### config.mk
export PLATFORM = sky130hd
export DESIGN_NAME = rpsc_ps_sequencer_flat
export DESIGN_NICKNAME = d
export VERILOG_FILES = /design/src/rtl/rpsc_ps_sequencer_if.sv /design/src/rtl/rpsc_ps_sequencer.sv /design/src/flat_wrapper.sv
export SDC_FILE = /design/constraint.sdc
export NUM_CORES = 1
export LEC_CHECK = 0
export ABC_AREA = 0
export CORE_MARGIN = 3
export CORE_UTILIZATION = 24
export DETAILED_ROUTE_END_ITERATION = 10
export HOLD_SLACK_MARGIN = 0.15
export PLACE_DENSITY = 0.51
export SETUP_SLACK_MARGIN = 0.15
export SYNTH_ARGS = -nofsm -noshare
export SYNTH_HDL_FRONTEND = slang
export SYNTH_SLANG_ARGS = --single-unit
### constraint.sdc
create_clock -name clk -period 2.5 [get_ports clk]
set_clock_uncertainty 0.15 [all_clocks]
set_input_delay 0.75 -clock clk [delete_from_list [all_inputs] [get_ports clk]]
set_output_delay 0.75 -clock clk [all_outputs]
set_load 0.1 [all_outputs]
### src/rtl/rpsc_ps_sequencer_if.sv
// Signal bundle between the RPSC supply sequencer and the standby/HV interlock card.
interface rpsc_ps_sequencer_if;
   logic       i17_PS_ON;
   logic       i_HV_REQ;
   logic       i73_Not_AN_HV_Ready;
   logic       i75_Not_RF_PERM;
   logic       i_FAULT_CLR;
   logic       o4_Not_FAN_ON;
   logic       o5_Not_G1_ON;
   logic       o6_Not_CA_ON;
   logic       o18_Not_G2_ON;
   logic       o19_Not_Anode_ON;
   logic       o3_Not_DR_AMP_ON;
   logic       o_FAULT;
   logic [3:0] o_STATE;

   modport slave (
      input  i17_PS_ON,
      input  i_HV_REQ,
      input  i73_Not_AN_HV_Ready,
      input  i75_Not_RF_PERM,
      input  i_FAULT_CLR,
      output o4_Not_FAN_ON,
      output o5_Not_G1_ON,
      output o6_Not_CA_ON,
      output o18_Not_G2_ON,
      output o19_Not_Anode_ON,
      output o3_Not_DR_AMP_ON,
      output o_FAULT,
      output o_STATE
   );

   modport master (
      output i17_PS_ON,
      output i_HV_REQ,
      output i73_Not_AN_HV_Ready,
      output i75_Not_RF_PERM,
      output i_FAULT_CLR,
      input  o4_Not_FAN_ON,
      input  o5_Not_G1_ON,
      input  o6_Not_CA_ON,
      input  o18_Not_G2_ON,
      input  o19_Not_Anode_ON,
      input  o3_Not_DR_AMP_ON,
      input  o_FAULT,
      input  o_STATE
   );
endinterface

### src/rtl/rpsc_ps_sequencer.sv
// Timed power-up/power-down sequencer for the RPSC tube supplies.
module rpsc_ps_sequencer #(
   parameter int unsigned FAN_DLY    = 8,
   parameter int unsigned G1_DLY     = 4,
   parameter int unsigned CA_DLY     = 16,
   parameter int unsigned G2_DLY     = 4,
   parameter int unsigned HV_TIMEOUT = 32,
   parameter int unsigned CNT_W      = 16
) (
   input logic clk,
   input logic reset,
   rpsc_ps_sequencer_if.slave bus
);

   typedef enum logic [3:0] {
      S_OFF     = 4'd0,
      S_FAN_UP  = 4'd1,
      S_G1_UP   = 4'd2,
      S_CA_WARM = 4'd3,
      S_STANDBY = 4'd4,
      S_G2_UP   = 4'd5,
      S_AN_WAIT = 4'd6,
      S_HV_ON   = 4'd7,
      S_COOL    = 4'd8,
      S_FAULT   = 4'd9
   } state_e;

   localparam logic [CNT_W-1:0] FAN_LAST = CNT_W'(FAN_DLY - 1);
   localparam logic [CNT_W-1:0] G1_LAST  = CNT_W'(G1_DLY - 1);
   localparam logic [CNT_W-1:0] CA_LAST  = CNT_W'(CA_DLY - 1);
   localparam logic [CNT_W-1:0] G2_LAST  = CNT_W'(G2_DLY - 1);
   localparam logic [CNT_W-1:0] TO_LAST  = CNT_W'(HV_TIMEOUT - 1);

   state_e           state_q, state_d;
   logic [CNT_W-1:0] cnt_q, cnt_d;
   logic             fan_n_q, fan_n_d;
   logic             g1_n_q, g1_n_d;
   logic             ca_n_q, ca_n_d;
   logic             g2_n_q, g2_n_d;
   logic             an_n_q, an_n_d;
   logic             dr_n_q, dr_n_d;
   logic             fault_q, fault_d;

   logic ps_on, hv_req, hv_rdy, rf_ok, clr;

   assign ps_on  = bus.i17_PS_ON;
   assign hv_req = bus.i_HV_REQ;
   assign hv_rdy = ~bus.i73_Not_AN_HV_Ready;
   assign rf_ok  = ~bus.i75_Not_RF_PERM;
   assign clr    = bus.i_FAULT_CLR;

   always_ff @(posedge clk) begin
      if (reset) begin
         state_q <= S_OFF;
         cnt_q   <= '0;
         fan_n_q <= 1'b1;
         g1_n_q  <= 1'b1;
         ca_n_q  <= 1'b1;
         g2_n_q  <= 1'b1;
         an_n_q  <= 1'b1;
         dr_n_q  <= 1'b1;
         fault_q <= 1'b0;
      end else begin
         state_q <= state_d;
         cnt_q   <= cnt_d;
         fan_n_q <= fan_n_d;
         g1_n_q  <= g1_n_d;
         ca_n_q  <= ca_n_d;
         g2_n_q  <= g2_n_d;
         an_n_q  <= an_n_d;
         dr_n_q  <= dr_n_d;
         fault_q <= fault_d;
      end
   end

   // Priority inside each state: fault, PS_ON drop, HV_REQ drop, advance.
   always_comb begin
      state_d = state_q;
      unique case (state_q)
         S_OFF: begin
            if (ps_on) state_d = S_FAN_UP;
         end
         S_FAN_UP: begin
            if (!ps_on)                state_d = S_COOL;
            else if (cnt_q == FAN_LAST) state_d = S_G1_UP;
         end
         S_G1_UP: begin
            if (!ps_on)               state_d = S_COOL;
            else if (cnt_q == G1_LAST) state_d = S_CA_WARM;
         end
         S_CA_WARM: begin
            if (!ps_on)               state_d = S_COOL;
            else if (cnt_q == CA_LAST) state_d = S_STANDBY;
         end
         S_STANDBY: begin
            if (!ps_on)      state_d = S_COOL;
            else if (hv_req) state_d = S_G2_UP;
         end
         S_G2_UP: begin
            if (!ps_on)               state_d = S_COOL;
            else if (!hv_req)         state_d = S_STANDBY;
            else if (cnt_q == G2_LAST) state_d = S_AN_WAIT;
         end
         S_AN_WAIT: begin
            if (!hv_rdy && cnt_q == TO_LAST) state_d = S_FAULT;
            else if (!ps_on)                 state_d = S_COOL;
            else if (!hv_req)                state_d = S_STANDBY;
            else if (hv_rdy)                 state_d = S_HV_ON;
         end
         S_HV_ON: begin
            if (!hv_rdy)      state_d = S_FAULT;
            else if (!ps_on)  state_d = S_COOL;
            else if (!hv_req) state_d = S_STANDBY;
         end
         S_COOL: begin
            if (cnt_q == FAN_LAST) state_d = S_OFF;
         end
         S_FAULT: begin
            if (clr && !ps_on) state_d = S_COOL;
         end
         default: state_d = S_OFF;
      endcase
   end

   always_comb begin
      cnt_d = (state_d != state_q) ? '0 : cnt_q + CNT_W'(1);
   end

   // Commands are decoded from the next state so they move with the state.
   always_comb begin
      fan_n_d = 1'b1;
      g1_n_d  = 1'b1;
      ca_n_d  = 1'b1;
      g2_n_d  = 1'b1;
      an_n_d  = 1'b1;
      dr_n_d  = 1'b1;
      fault_d = 1'b0;
      unique case (state_d)
         S_OFF: ;
         S_FAN_UP, S_COOL: begin
            fan_n_d = 1'b0;
         end
         S_FAULT: begin
            fan_n_d = 1'b0;
            fault_d = 1'b1;
         end
         S_G1_UP: begin
            fan_n_d = 1'b0;
            g1_n_d  = 1'b0;
         end
         S_CA_WARM, S_STANDBY: begin
            fan_n_d = 1'b0;
            g1_n_d  = 1'b0;
            ca_n_d  = 1'b0;
         end
         S_G2_UP: begin
            fan_n_d = 1'b0;
            g1_n_d  = 1'b0;
            ca_n_d  = 1'b0;
            g2_n_d  = 1'b0;
         end
         S_AN_WAIT, S_HV_ON: begin
            fan_n_d = 1'b0;
            g1_n_d  = 1'b0;
            ca_n_d  = 1'b0;
            g2_n_d  = 1'b0;
            an_n_d  = 1'b0;
            dr_n_d  = ~((state_d == S_HV_ON) && rf_ok);
         end
         default: ;
      endcase
   end

   assign bus.o4_Not_FAN_ON    = fan_n_q;
   assign bus.o5_Not_G1_ON     = g1_n_q;
   assign bus.o6_Not_CA_ON     = ca_n_q;
   assign bus.o18_Not_G2_ON    = g2_n_q;
   assign bus.o19_Not_Anode_ON = an_n_q;
   assign bus.o3_Not_DR_AMP_ON = dr_n_q;
   assign bus.o_FAULT          = fault_q;
   assign bus.o_STATE          = state_q;

endmodule

### src/flat_wrapper.sv
// flat-port wrapper written by rule: the top's interface ports become plain ports
module rpsc_ps_sequencer_flat 
#(
   parameter int unsigned FAN_DLY    = 8,
   parameter int unsigned G1_DLY     = 4,
   parameter int unsigned CA_DLY     = 16,
   parameter int unsigned G2_DLY     = 4,
   parameter int unsigned HV_TIMEOUT = 32,
   parameter int unsigned CNT_W      = 16
)
  (clk, reset, bus_i17_PS_ON, bus_i_HV_REQ, bus_i73_Not_AN_HV_Ready, bus_i75_Not_RF_PERM, bus_i_FAULT_CLR, bus_o4_Not_FAN_ON, bus_o5_Not_G1_ON, bus_o6_Not_CA_ON, bus_o18_Not_G2_ON, bus_o19_Not_Anode_ON, bus_o3_Not_DR_AMP_ON, bus_o_FAULT, bus_o_STATE);
  rpsc_ps_sequencer_if bus_i ();
  input logic clk;
  input logic reset;
  input wire logic [$bits(bus_i.i17_PS_ON)-1:0] bus_i17_PS_ON;
  input wire logic [$bits(bus_i.i_HV_REQ)-1:0] bus_i_HV_REQ;
  input wire logic [$bits(bus_i.i73_Not_AN_HV_Ready)-1:0] bus_i73_Not_AN_HV_Ready;
  input wire logic [$bits(bus_i.i75_Not_RF_PERM)-1:0] bus_i75_Not_RF_PERM;
  input wire logic [$bits(bus_i.i_FAULT_CLR)-1:0] bus_i_FAULT_CLR;
  output wire logic [$bits(bus_i.o4_Not_FAN_ON)-1:0] bus_o4_Not_FAN_ON;
  output wire logic [$bits(bus_i.o5_Not_G1_ON)-1:0] bus_o5_Not_G1_ON;
  output wire logic [$bits(bus_i.o6_Not_CA_ON)-1:0] bus_o6_Not_CA_ON;
  output wire logic [$bits(bus_i.o18_Not_G2_ON)-1:0] bus_o18_Not_G2_ON;
  output wire logic [$bits(bus_i.o19_Not_Anode_ON)-1:0] bus_o19_Not_Anode_ON;
  output wire logic [$bits(bus_i.o3_Not_DR_AMP_ON)-1:0] bus_o3_Not_DR_AMP_ON;
  output wire logic [$bits(bus_i.o_FAULT)-1:0] bus_o_FAULT;
  output wire logic [$bits(bus_i.o_STATE)-1:0] bus_o_STATE;
  assign bus_i.i17_PS_ON = bus_i17_PS_ON;
  assign bus_i.i_HV_REQ = bus_i_HV_REQ;
  assign bus_i.i73_Not_AN_HV_Ready = bus_i73_Not_AN_HV_Ready;
  assign bus_i.i75_Not_RF_PERM = bus_i75_Not_RF_PERM;
  assign bus_i.i_FAULT_CLR = bus_i_FAULT_CLR;
  assign bus_o4_Not_FAN_ON = bus_i.o4_Not_FAN_ON;
  assign bus_o5_Not_G1_ON = bus_i.o5_Not_G1_ON;
  assign bus_o6_Not_CA_ON = bus_i.o6_Not_CA_ON;
  assign bus_o18_Not_G2_ON = bus_i.o18_Not_G2_ON;
  assign bus_o19_Not_Anode_ON = bus_i.o19_Not_Anode_ON;
  assign bus_o3_Not_DR_AMP_ON = bus_i.o3_Not_DR_AMP_ON;
  assign bus_o_FAULT = bus_i.o_FAULT;
  assign bus_o_STATE = bus_i.o_STATE;
  rpsc_ps_sequencer #(.FAN_DLY(FAN_DLY), .G1_DLY(G1_DLY), .CA_DLY(CA_DLY), .G2_DLY(G2_DLY), .HV_TIMEOUT(HV_TIMEOUT), .CNT_W(CNT_W)) u_core (.clk(clk), .reset(reset), .bus(bus_i));
endmodule
==> results of run 1 <==
final timing paths:
check                     end  slack, ns        startpoint  cells past startpoint
max          u_core.cnt_q[11]       0.01  u_core.cnt_q[12]                      6
min           u_core.cnt_q[0]       0.43   u_core.cnt_q[0]                      2
max reg2reg  u_core.cnt_q[11]       0.01  u_core.cnt_q[12]                      6
min reg2reg   u_core.cnt_q[0]       0.43   u_core.cnt_q[0]                      2
registers in the layout (all words and copies together) (netlist names):
signal / flops
u_core.cnt_q: 16
u_core.bus.o_STATE: 4
u_core.bus.o18_Not_G2_ON: 1
u_core.bus.o19_Not_Anode_ON: 1
u_core.bus.o3_Not_DR_AMP_ON: 1
u_core.bus.o4_Not_FAN_ON: 1
u_core.bus.o5_Not_G1_ON: 1
u_core.bus.o6_Not_CA_ON: 1
u_core.bus.o_FAULT: 1
cells by family after synthesis:
logic type | share of synthesized area [%]
and+or+nand+nor | 31.4
AOI/OAI and AO/OA | 22.8
DFF | 29.8
buffers and inverters | 7.60
xor gates and xnor gates | 7.74
adders and majority gates | 0.690
critical path, cell delays in order (launching register included):
cell and delay (ns):
dfxtp_2 0.36, nor4_4 0.36, nand4_1 0.25, nand2b_4 0.16, nand3_4 0.09, or4_4 0.68
a2111oi_4 0.34
cells in the mapped netlist, types with 5 or more instances:
master	number
xnor2_1	8
nor3_1	8
nand4_1	7
nor2_1	11
a2111oi_2	11
inv_1	5
nor2b_1	5
a2111oi_1	5
xor2_1	8
nand3_1	6
nand2b_1	5
dfxtp_1	27
nand3b_1	7
nand2_1	17
per-stage QoR:
stage               utilization, %  cell area (sq um)  worst slack (ns)  power (mW)
finish                        39.4               2870            0.0134        1.03
global route                  39.4               2870           -0.0659        1.08
CTS                           38.1               2780            0.0209        1.03
detailed placement            33.3               2430            -0.569       0.707
global placement              33.3               2430            -0.555       0.709
floorplan                        -               1870            -0.111       0.622
what timing repair did:
| action | in CTS | in global routing |
|---|---|---|
| buffers inserted | 6 | 3 |
| endpoints found under the hold margin | 0 | 0 |
| pin swaps | 15 | 6 |
| setup endpoints to repair | 25 | 24 |
| gates cloned | 1 | 0 |
| gates resized for setup | 44 | 13 |
power groups by stage:
stage	combinational, mW	sequential [mW]	clock [mW]
3_5_place_dp	0.243	0.464	0
4_1_cts	0.296	0.457	0.275
3_3_place_gp	0.244	0.465	0
6_report	0.310	0.458	0.263
2_1_floorplan	0.121	0.501	0
5_1_grt	0.327	0.460	0.292
per-layer routing:
metal  routed length, um  track usage, %
met5                   0               0
met4                  44            4.40
met1                2360            15.7
met3                 131            2.03
met2                2700            20.6
final cells by class:
| cell class | count | area share [%] |
|---|---|---|
| clock inverters | 1 | 0.218 |
| flip-flops and latches | 27 | 19.4 |
| multi-input cells | 149 | 51.8 |
| repair buffers | 72 | 22.2 |
| inverters | 5 | 0.653 |
| clock buffers | 3 | 1.44 |
| well taps | 99 | 4.31 |
==> reports/metrics.csv, run 1 <==
stage,metric,value,unit
pwr,internal power,0.670,mW
timing,Final Hold Vio Count,0,
final_layout,ANT cells,0,
synthesis,share of the yosys chip area belonging to registers,29.8,%
final_layout,ratio of cells with drive above 1 in the final layout,50.2,%
grt,Congestion Overflow GR,0,
die,initial core utilization,24.8,%
outcome,status,"finished, final reports clean",
final_layout,register cell area after layout,558,sq um
final_layout,Syn-to-layout area delta,58.6,%
placed_design,RePlAce Congestion,0.776,
final_layout,Final Non-Filler Cells,356,
die,Die ar.,8630,sq um
synthesis,net count after synthesis,202,
clock_network,CTS max path bufs,2,
grt,first-pass GRT wire length,8540,um
pwr,P_leak,0.974,nW
synthesis,Area contributors post-synth,"dfxtp_1, a2111oi_2, xnor2_1, xor2_1, nand2_1",
timing,fin crit period,2.49,ns
drt,routed wire length per instance,14.7,um
worst_hold_path,Hold Crit Class,flop to flop,
timing,final number of max-transition violations,0,
worst_setup_path,Crit Path Max Fanout,8,
pwr,peak supply drop,0.000245,V
pwr,Psw,0.360,mW
drt,DR vias,1734,
clock_network,Worst-path clk slew,0.11,ns
drt,total routed wirelength,5240,um
timing,RSZ-0062 raised after global routing,true,
worst_setup_path,startpoint types,flop,
die,Die Ht,92.9,um
clock_network,CTS Root Cell,clkbuf_8,
clock_network,CTS tree,yes,
synthesis,top cell type's share of synthesized area,29.8,%
synthesis,"flops & latches, synth",27,
drt,Remaining DRCs,0,
clock_network,Worst-Skew Late Latency,0.28,ns
synthesis,Synth Area per Inst,9.34,sq um
synthesis,Synth area leader,dfxtp_1,
worst_setup_path,CP Data Required Time,2.54,ns
synthesis,yosys warns,0,
pwr,Flop pwr share,44.4,%
final_layout,Fillers,762,
pwr,Clock power frac,25.5,%
final_layout,Final #Nets,266,
pwr,PwrDens,358,nW/um^2
grt,all-layer global routing usage,12.3,%
pwr,Logic pwr share,30.1,%
synthesis,ys async rst share,0,%
die,IO Pins,18,
grt,pin count of the biggest net entering global routing,20,
timing,final period utilization,99.5,%
flow_run,Max-Cap Viols,0,
synthesis,prevailing post-synth register cell,dfxtp_1,
synthesis,synthesized instance count,194,
pwr,Net Sw Frac,35.0,%
final_layout,"most common cell after layout, fill and taps aside",buf_4,
grt,vias in the first global route,1735,
clock_network,H-tree levels,1,
final_layout,area occupied by multi-input gates,1490,sq um
final_layout,most frequent cells in the layout,"buf_4, dfxtp_1, nand2_1",
die,num rows,31,
timing,Fin Setup TNS,0,ns
worst_setup_path,WP data arrival,2.52,ns
die,Placeable Area,7290,sq um
placed_design,PortBufs,17,
timing,WHS,0.426,ns
placed_design,Placed Cells,342,
synthesis,Yosys cell types,56,
timing,# setup viols final,0,
die,die width,92.9,um
drt,Via-to-Cell Ratio,4.87,
timing,Worst-Margin Slew,0.378,ns
drt,iteration-0 DRC count of the detailed router,89,
placed_design,DP HPWL,3440,um
drt,total iterations of the first detailed-routing run,4,
grt,initial antenna violation count,0,
drt,antenna-violating nets left,0,
clock_network,Num CTS Buffers,3,
timing,Rel. slew slack,74.7,%
worst_setup_path,crit path kind,flop to flop,
clock_network,CTS Hold Bufs,0,
worst_setup_path,Worst setup EP type,flop,
synthesis,Post-synth EDFFs,0,
synthesis,Synth Cell Area,1810,sq um
clock_network,Sink Count,27,
timing,fmax,0.402,GHz
Note: power is estimated with default switching activity, not from simulation.
==> run 2, diff against run 1 <==
--- a/config.mk
+++ b/config.mk
@@ -6,6 +6,7 @@
 export NUM_CORES = 1
 export LEC_CHECK = 0
 export ABC_AREA = 0
+export ABC_CLOCK_PERIOD_IN_PS = 2500
 export CORE_MARGIN = 3
 export CORE_UTILIZATION = 24
 export DETAILED_ROUTE_END_ITERATION = 10
==> results of run 2 <==
Same layout as run 1: the final DEF is identical, and so are final timing and power.
